--- src/rtl/rvfpm_result_buffer.sv ---
// rvfpm_result_buffer: in-order holding buffer between the FPU execute stage
// and the XIF result channel. Completed results wait here until the core
// commits or kills their instruction ID; committed heads are returned with a
// valid/ready handshake, killed heads are silently dropped.
module rvfpm_result_buffer #(
  parameter int X_ID_WIDTH = 4,
  parameter int XLEN       = 32,
  parameter int DEPTH      = 4
) (
  input  logic                     ck,
  input  logic                     rst,
  input  logic                     in_valid,
  output logic                     in_ready,
  input  logic [X_ID_WIDTH-1:0]    in_id,
  input  logic [XLEN-1:0]          in_data,
  input  logic [4:0]               in_rd,
  input  logic                     in_we,
  input  logic [4:0]               in_fflags,
  input  logic                     commit_valid,
  input  logic [X_ID_WIDTH-1:0]    commit_id,
  input  logic                     commit_kill,
  output logic                     result_valid,
  input  logic                     result_ready,
  output logic [X_ID_WIDTH-1:0]    result_id,
  output logic [XLEN-1:0]          result_data,
  output logic [4:0]               result_rd,
  output logic                     result_we,
  output logic [4:0]               result_fflags,
  output logic [$clog2(DEPTH):0]   count
);

  localparam int PTR_W   = $clog2(DEPTH);
  localparam int CW      = PTR_W + 1;
  localparam int NUM_IDS = 1 << X_ID_WIDTH;

  localparam logic [CW-1:0]    DEPTH_C  = CW'(DEPTH);
  localparam logic [CW-1:0]    CNT_ONE  = CW'(1);
  localparam logic [CW-1:0]    CNT_ZERO = CW'(0);
  localparam logic [PTR_W-1:0] PTR_ONE  = PTR_W'(1);

  // Entry storage, one slot per buffer position.
  logic [X_ID_WIDTH-1:0] id_mem_r     [DEPTH];
  logic [XLEN-1:0]       data_mem_r   [DEPTH];
  logic [4:0]            rd_mem_r     [DEPTH];
  logic                  we_mem_r     [DEPTH];
  logic [4:0]            fflags_mem_r [DEPTH];

  logic [PTR_W-1:0]      wr_ptr_r;
  logic [PTR_W-1:0]      rd_ptr_r;
  logic [CW-1:0]         count_r;

  // Per-ID scoreboard: commit seen, and whether that commit was a kill.
  logic [NUM_IDS-1:0]    committed_r;
  logic [NUM_IDS-1:0]    killed_r;

  logic                  non_empty_s;
  logic [X_ID_WIDTH-1:0] head_id_s;
  logic                  head_killed_s;
  logic                  head_committed_s;
  logic                  present_s;
  logic                  drop_s;
  logic                  pop_s;
  logic                  push_s;

  // Head decode from registered state only; no commit-to-result bypass.
  always_comb begin
    non_empty_s      = (count_r != CNT_ZERO);
    head_id_s        = id_mem_r[rd_ptr_r];
    head_killed_s    = killed_r[head_id_s];
    head_committed_s = committed_r[head_id_s];
    if (!rst && non_empty_s) begin
      drop_s    = head_killed_s;
      present_s = head_committed_s && !head_killed_s;
    end else begin
      drop_s    = 1'b0;
      present_s = 1'b0;
    end
    // in_ready looks at the registered count only, so a same-cycle pop
    // never frees a slot for a push on a full buffer.
    in_ready = !rst && (count_r < DEPTH_C);
    push_s   = in_valid && in_ready;
    pop_s    = drop_s || (present_s && result_ready);
  end

  // Result channel: head fields while presented, zeros otherwise.
  always_comb begin
    result_valid = present_s;
    if (present_s) begin
      result_id     = head_id_s;
      result_data   = data_mem_r[rd_ptr_r];
      result_rd     = rd_mem_r[rd_ptr_r];
      result_we     = we_mem_r[rd_ptr_r];
      result_fflags = fflags_mem_r[rd_ptr_r];
    end else begin
      result_id     = '0;
      result_data   = '0;
      result_rd     = 5'd0;
      result_we     = 1'b0;
      result_fflags = 5'd0;
    end
  end

  assign count = count_r;

  // Entry storage write on an accepted push.
  always_ff @(posedge ck) begin
    if (rst) begin
      for (int i = 0; i < DEPTH; i++) begin
        id_mem_r[i]     <= '0;
        data_mem_r[i]   <= '0;
        rd_mem_r[i]     <= 5'd0;
        we_mem_r[i]     <= 1'b0;
        fflags_mem_r[i] <= 5'd0;
      end
    end else if (push_s) begin
      id_mem_r[wr_ptr_r]     <= in_id;
      data_mem_r[wr_ptr_r]   <= in_data;
      rd_mem_r[wr_ptr_r]     <= in_rd;
      we_mem_r[wr_ptr_r]     <= in_we;
      fflags_mem_r[wr_ptr_r] <= in_fflags;
    end
  end

  // Pointers and occupancy; pointers wrap naturally since DEPTH is 2^n.
  always_ff @(posedge ck) begin
    if (rst) begin
      wr_ptr_r <= '0;
      rd_ptr_r <= '0;
      count_r  <= CNT_ZERO;
    end else begin
      if (push_s) begin
        wr_ptr_r <= wr_ptr_r + PTR_ONE;
      end
      if (pop_s) begin
        rd_ptr_r <= rd_ptr_r + PTR_ONE;
      end
      case ({push_s, pop_s})
        2'b10:   count_r <= count_r + CNT_ONE;
        2'b01:   count_r <= count_r - CNT_ONE;
        default: count_r <= count_r;
      endcase
    end
  end

  // Scoreboard: a commit for an ID takes precedence over the clear caused
  // by popping or dropping that same ID in the same cycle.
  always_ff @(posedge ck) begin
    if (rst) begin
      committed_r <= '0;
      killed_r    <= '0;
    end else begin
      for (int i = 0; i < NUM_IDS; i++) begin
        if (commit_valid && (commit_id == X_ID_WIDTH'(i))) begin
          committed_r[i] <= 1'b1;
          killed_r[i]    <= commit_kill;
        end else if (pop_s && (head_id_s == X_ID_WIDTH'(i))) begin
          committed_r[i] <= 1'b0;
          killed_r[i]    <= 1'b0;
        end
      end
    end
  end

endmodule

--- config.mk ---
export PLATFORM = sky130hd
export DESIGN_NAME = rvfpm_result_buffer
export DESIGN_NICKNAME = d
export VERILOG_FILES = /design/src/rtl/rvfpm_result_buffer.sv
export SDC_FILE = /design/constraint.sdc
export NUM_CORES = 1
export LEC_CHECK = 0
export ABC_CLOCK_PERIOD_IN_PS = 4300
export BUFFER_PORTS_ARGS = -buffer_cell sky130_fd_sc_hd__buf_2
export CAP_MARGIN = 5
export CORE_MARGIN = 4
export CORE_UTILIZATION = 37
export DETAILED_ROUTE_END_ITERATION = 6
export PLACE_DENSITY = 0.6
export SETUP_SLACK_MARGIN = 0.05
export SLEW_MARGIN = 20
export SYNTH_ARGS = -nofsm -noshare
export SYNTH_HDL_FRONTEND = slang
export SYNTH_SLANG_ARGS = --single-unit
--- constraint.sdc ---
create_clock -name ck -period 4.3 [get_ports ck]
set_input_delay 0.215 -clock ck [delete_from_list [all_inputs] [get_ports ck]]
set_output_delay 0.215 -clock ck [all_outputs]
set_load 0.02 [all_outputs]
==> results_dict.tcl <==
set metrics [dict create \
    outcome "finished, final reports clean" \
    hold_start "in_data[17]" \
    endpoint_kind "output port" \
    drc 0 \
    die_h_um 177 \
    finalHoldViolCount 0 \
    crit_fanout 32 \
    synth_cells 792 \
    drtIter0Drc 447 \
    finalInstanceArea_mm2 0.0129 \
    clk_latency_ps 540 \
    clock.fmax_ghz 0.251 \
    synth_top_area_frac 0.531 \
    finalClockSkew_ps 25.2 \
    root_buffer "clkbuf_16" \
    syn_avg_cell_area_um2 13.4 \
    start_util 0.378 \
    peakVddDrop_uv 331 \
    nets 1000 \
    ant_nets 0 \
    crit_arrival_ps 3770 \
    slew_viol_final 0 \
    cts.sinks 229 \
    p_leak_nw 4.77 \
    drv_cap 0 \
    core_mm2 0.0281 \
    hp-class "primary input to flop" \
    track_usage 0.161 \
    path_delay_family "multiplexers" \
    post-cts-setup-buffers 0 \
    antenna_found_initial 1 \
    synth_area_mm2 0.0106 \
    cts_tree "yes" \
    synth_edf_count 188 \
    post_dp_cell_area_mm2 0.0116 \
    grt_max_degree 53 \
    grt_first_pass_wirelength_um 39500 \
    final_layout_size_suffix_gt1_frac 0.252 \
    num_vias 6560 \
    drt_wl_total_um 25300 \
    avgViaCountPerCell 4.90 \
    fillers 2591 \
    clk_pin_slew_ps 60 \
    synth_cell_types 46 \
    synth_top_area_cell "edfxtp_1" \
    worst-path-buf-inv 3 \
    dieArea_mm2 0.0315 \
    seq_area_frac_synth 0.609 \
    place_congestion 0.834 \
    rsz0062_at_grt "no" \
    final-setup-viol-count 0 \
    slew_headroom 0.313 \
    ys_ff_latch 229 \
    fin_setup_tns_ps 0 \
    fp.dieW_um 177 \
    tightest_slew_ps 1030 \
    powerDensity_mw_per_mm2 408 \
    start_kind "flop" \
    cts_made_buffers 26 \
    port_buffers 108 \
    grt.overflow.total 0 \
    period_share 0.926 \
    dr.pass1.iters 5 \
    cts_resized 0 \
    htreeDepth 1 \
    rows 61 \
    syn_nets 851 \
    cp_slowest_cell "mux4_2" \
    cp_data_required_time_ps 4090 \
    ys_warn_count 0 \
    synthToLayoutAreaGrowth_pct 21.5 \
    synth-async-reset-ratio 0 \
    io_pins 109 \
    first_global_vias 6963 \
    synth_area_leaders "edfxtp_1 53%, and2_1 11%, mux4_2 10%" \
    critPathKind "flop to output port" \
    routedWlPerCell_um 18.9 \
    cp_cell_sequence "mux4_2 -> mux2_2 -> o22ai_1 -> a221o_1 -> inv_1 -> nor3_1 -> o21ai_4 -> buf_4 -> nor2b_1 -> buf_2" \
    synth_ff_type "edfxtp_1" \
    clockBufferDepth 3 \
    fin_crit_ps 3980 \
    cp_slowest_stage_delay_ps 720 \
    place_hpwl_um 15100 \
]
-- synthesized netlist by cell type (2+ instances only) --
master    number
buf_6          3
o21bai_1       2
dfxtp_1       41
nand3b_1       3
mux2i_1        9
mux2_2         6
edfxtp_1     188
clkbuf_1      38
nand2_1       58
o22ai_1        5
inv_1         16
nor3_2         7
nor3b_1        2
or3_1          2
buf_2          5
xnor2_1        3
and3_1         2
o31ai_1        6
o32ai_1        6
o21ai_0       11
nor2b_1       44
o31ai_2        7
nor2_1        24
a221o_1        2
mux4_2        47
or2_2          6
nand2b_1      16
o21ai_1        7
xor2_1         2
nor3_1        14
a21oi_1        5
and2_1       189
nand3_1        3
-- layout make-up --
type                            instances  area [um2]  area share
Clock buffer                           34         681      0.0527
Tap cell                              378         473      0.0366
Sequential cell                       229        6470       0.501
Multi-Input combinational cell        501        3960       0.307
Inverter                               16        60.1     0.00465
Antenna cell                            1        2.50    0.000194
Clock inverter                         13         165      0.0128
Timing Repair Buffer                  167        1100      0.0849
-- final timing paths --
path                                          end  slack (ps)  cells past startpoint
worst max-delay path                 result_rd[4]         320                     10
worst max register to register           count[2]         580                     12
worst min-delay path            data_mem_r[2][17]          20                      2
worst min register to register     committed_r[1]         480                      2
-- layout by cell type (no fill, tap or decap), types with 7 or more instances in the layout --
master and n:
and2_1 189, edfxtp_1 188, buf_2 108, nand2_1 58, mux4_2 47, dlygate4sd3_1 45, nor2b_1 44, dfxtp_1 39
clkbuf_16 26, nor2_1 24, inv_1 16, nand2b_1 16, buf_4 14, nor3_1 12, o21ai_0 11, mux2i_1 9
nor3_2 9, clkbuf_1 8, o31ai_2 7
-- logic make-up (layout without fill, tap and decap cells) --
group	count (synthesis)	count (layout)	share of synthesized area
XOR/XNOR	5	5	0.00412
adder cells (fa/ha/maj)	2	2	0.00306
buffers and inverters	63	230	0.0250
other	0	1	0
AND/OR/NAND/NOR	372	372	0.201
multiplexers	64	65	0.117
flip-flops	229	229	0.609
AO/OA/AOI/OAI	57	57	0.0405
-- metal layers --
layer	GRT usage	routed length (um)	vias up
met5	0	0	-
met4	0.0483	733	0
met3	0.0285	1220	46
met2	0.278	12500	172
met1	0.210	10900	3206
li1	-	-	3136
-- state kept, by name, summed over array words and instances, names as in the netlist, named ones only --
name / count
id_mem_r: 16
data_mem_r: 128
wr_ptr_r: 2
committed_r: 16
count: 3
killed_r: 16
we_mem_r: 4
rd_mem_r: 20
fflags_mem_r: 20
rd_ptr_r: 2
-- where the power goes --
part	internal (mW)	total (mW)	leakage, nW	switching (mW)
combinational	0.224	0.498	2.08	0.273
sequential	2.54	2.58	2.29	0.0446
clock	1.30	2.19	0.402	0.889
total	4.06	5.27	4.77	1.21
-- metrics by stage --
step | util | setup WS, ps | hold slack [ps] | total power [mW] | instances
floorplan | - | 728 | 410 | 2.93 | 792
global placement | 0.412 | 566 | 456 | 3.09 | 1245
detailed placement | 0.412 | 491 | 461 | 3.09 | 1245
CTS | 0.458 | 190 | 2.12 | 5.31 | 1337
global route | 0.459 | 134 | 13.9 | 5.47 | 1339
finish | 0.459 | 319 | 16.8 | 5.27 | 1339
-- what timing repair did --
item	4_1_cts	5_1_grt
setup endpoints to repair	0	1
hold buffers	45	0
hold endpoints to repair	172	0
Power figures use the tool's default switching activity.
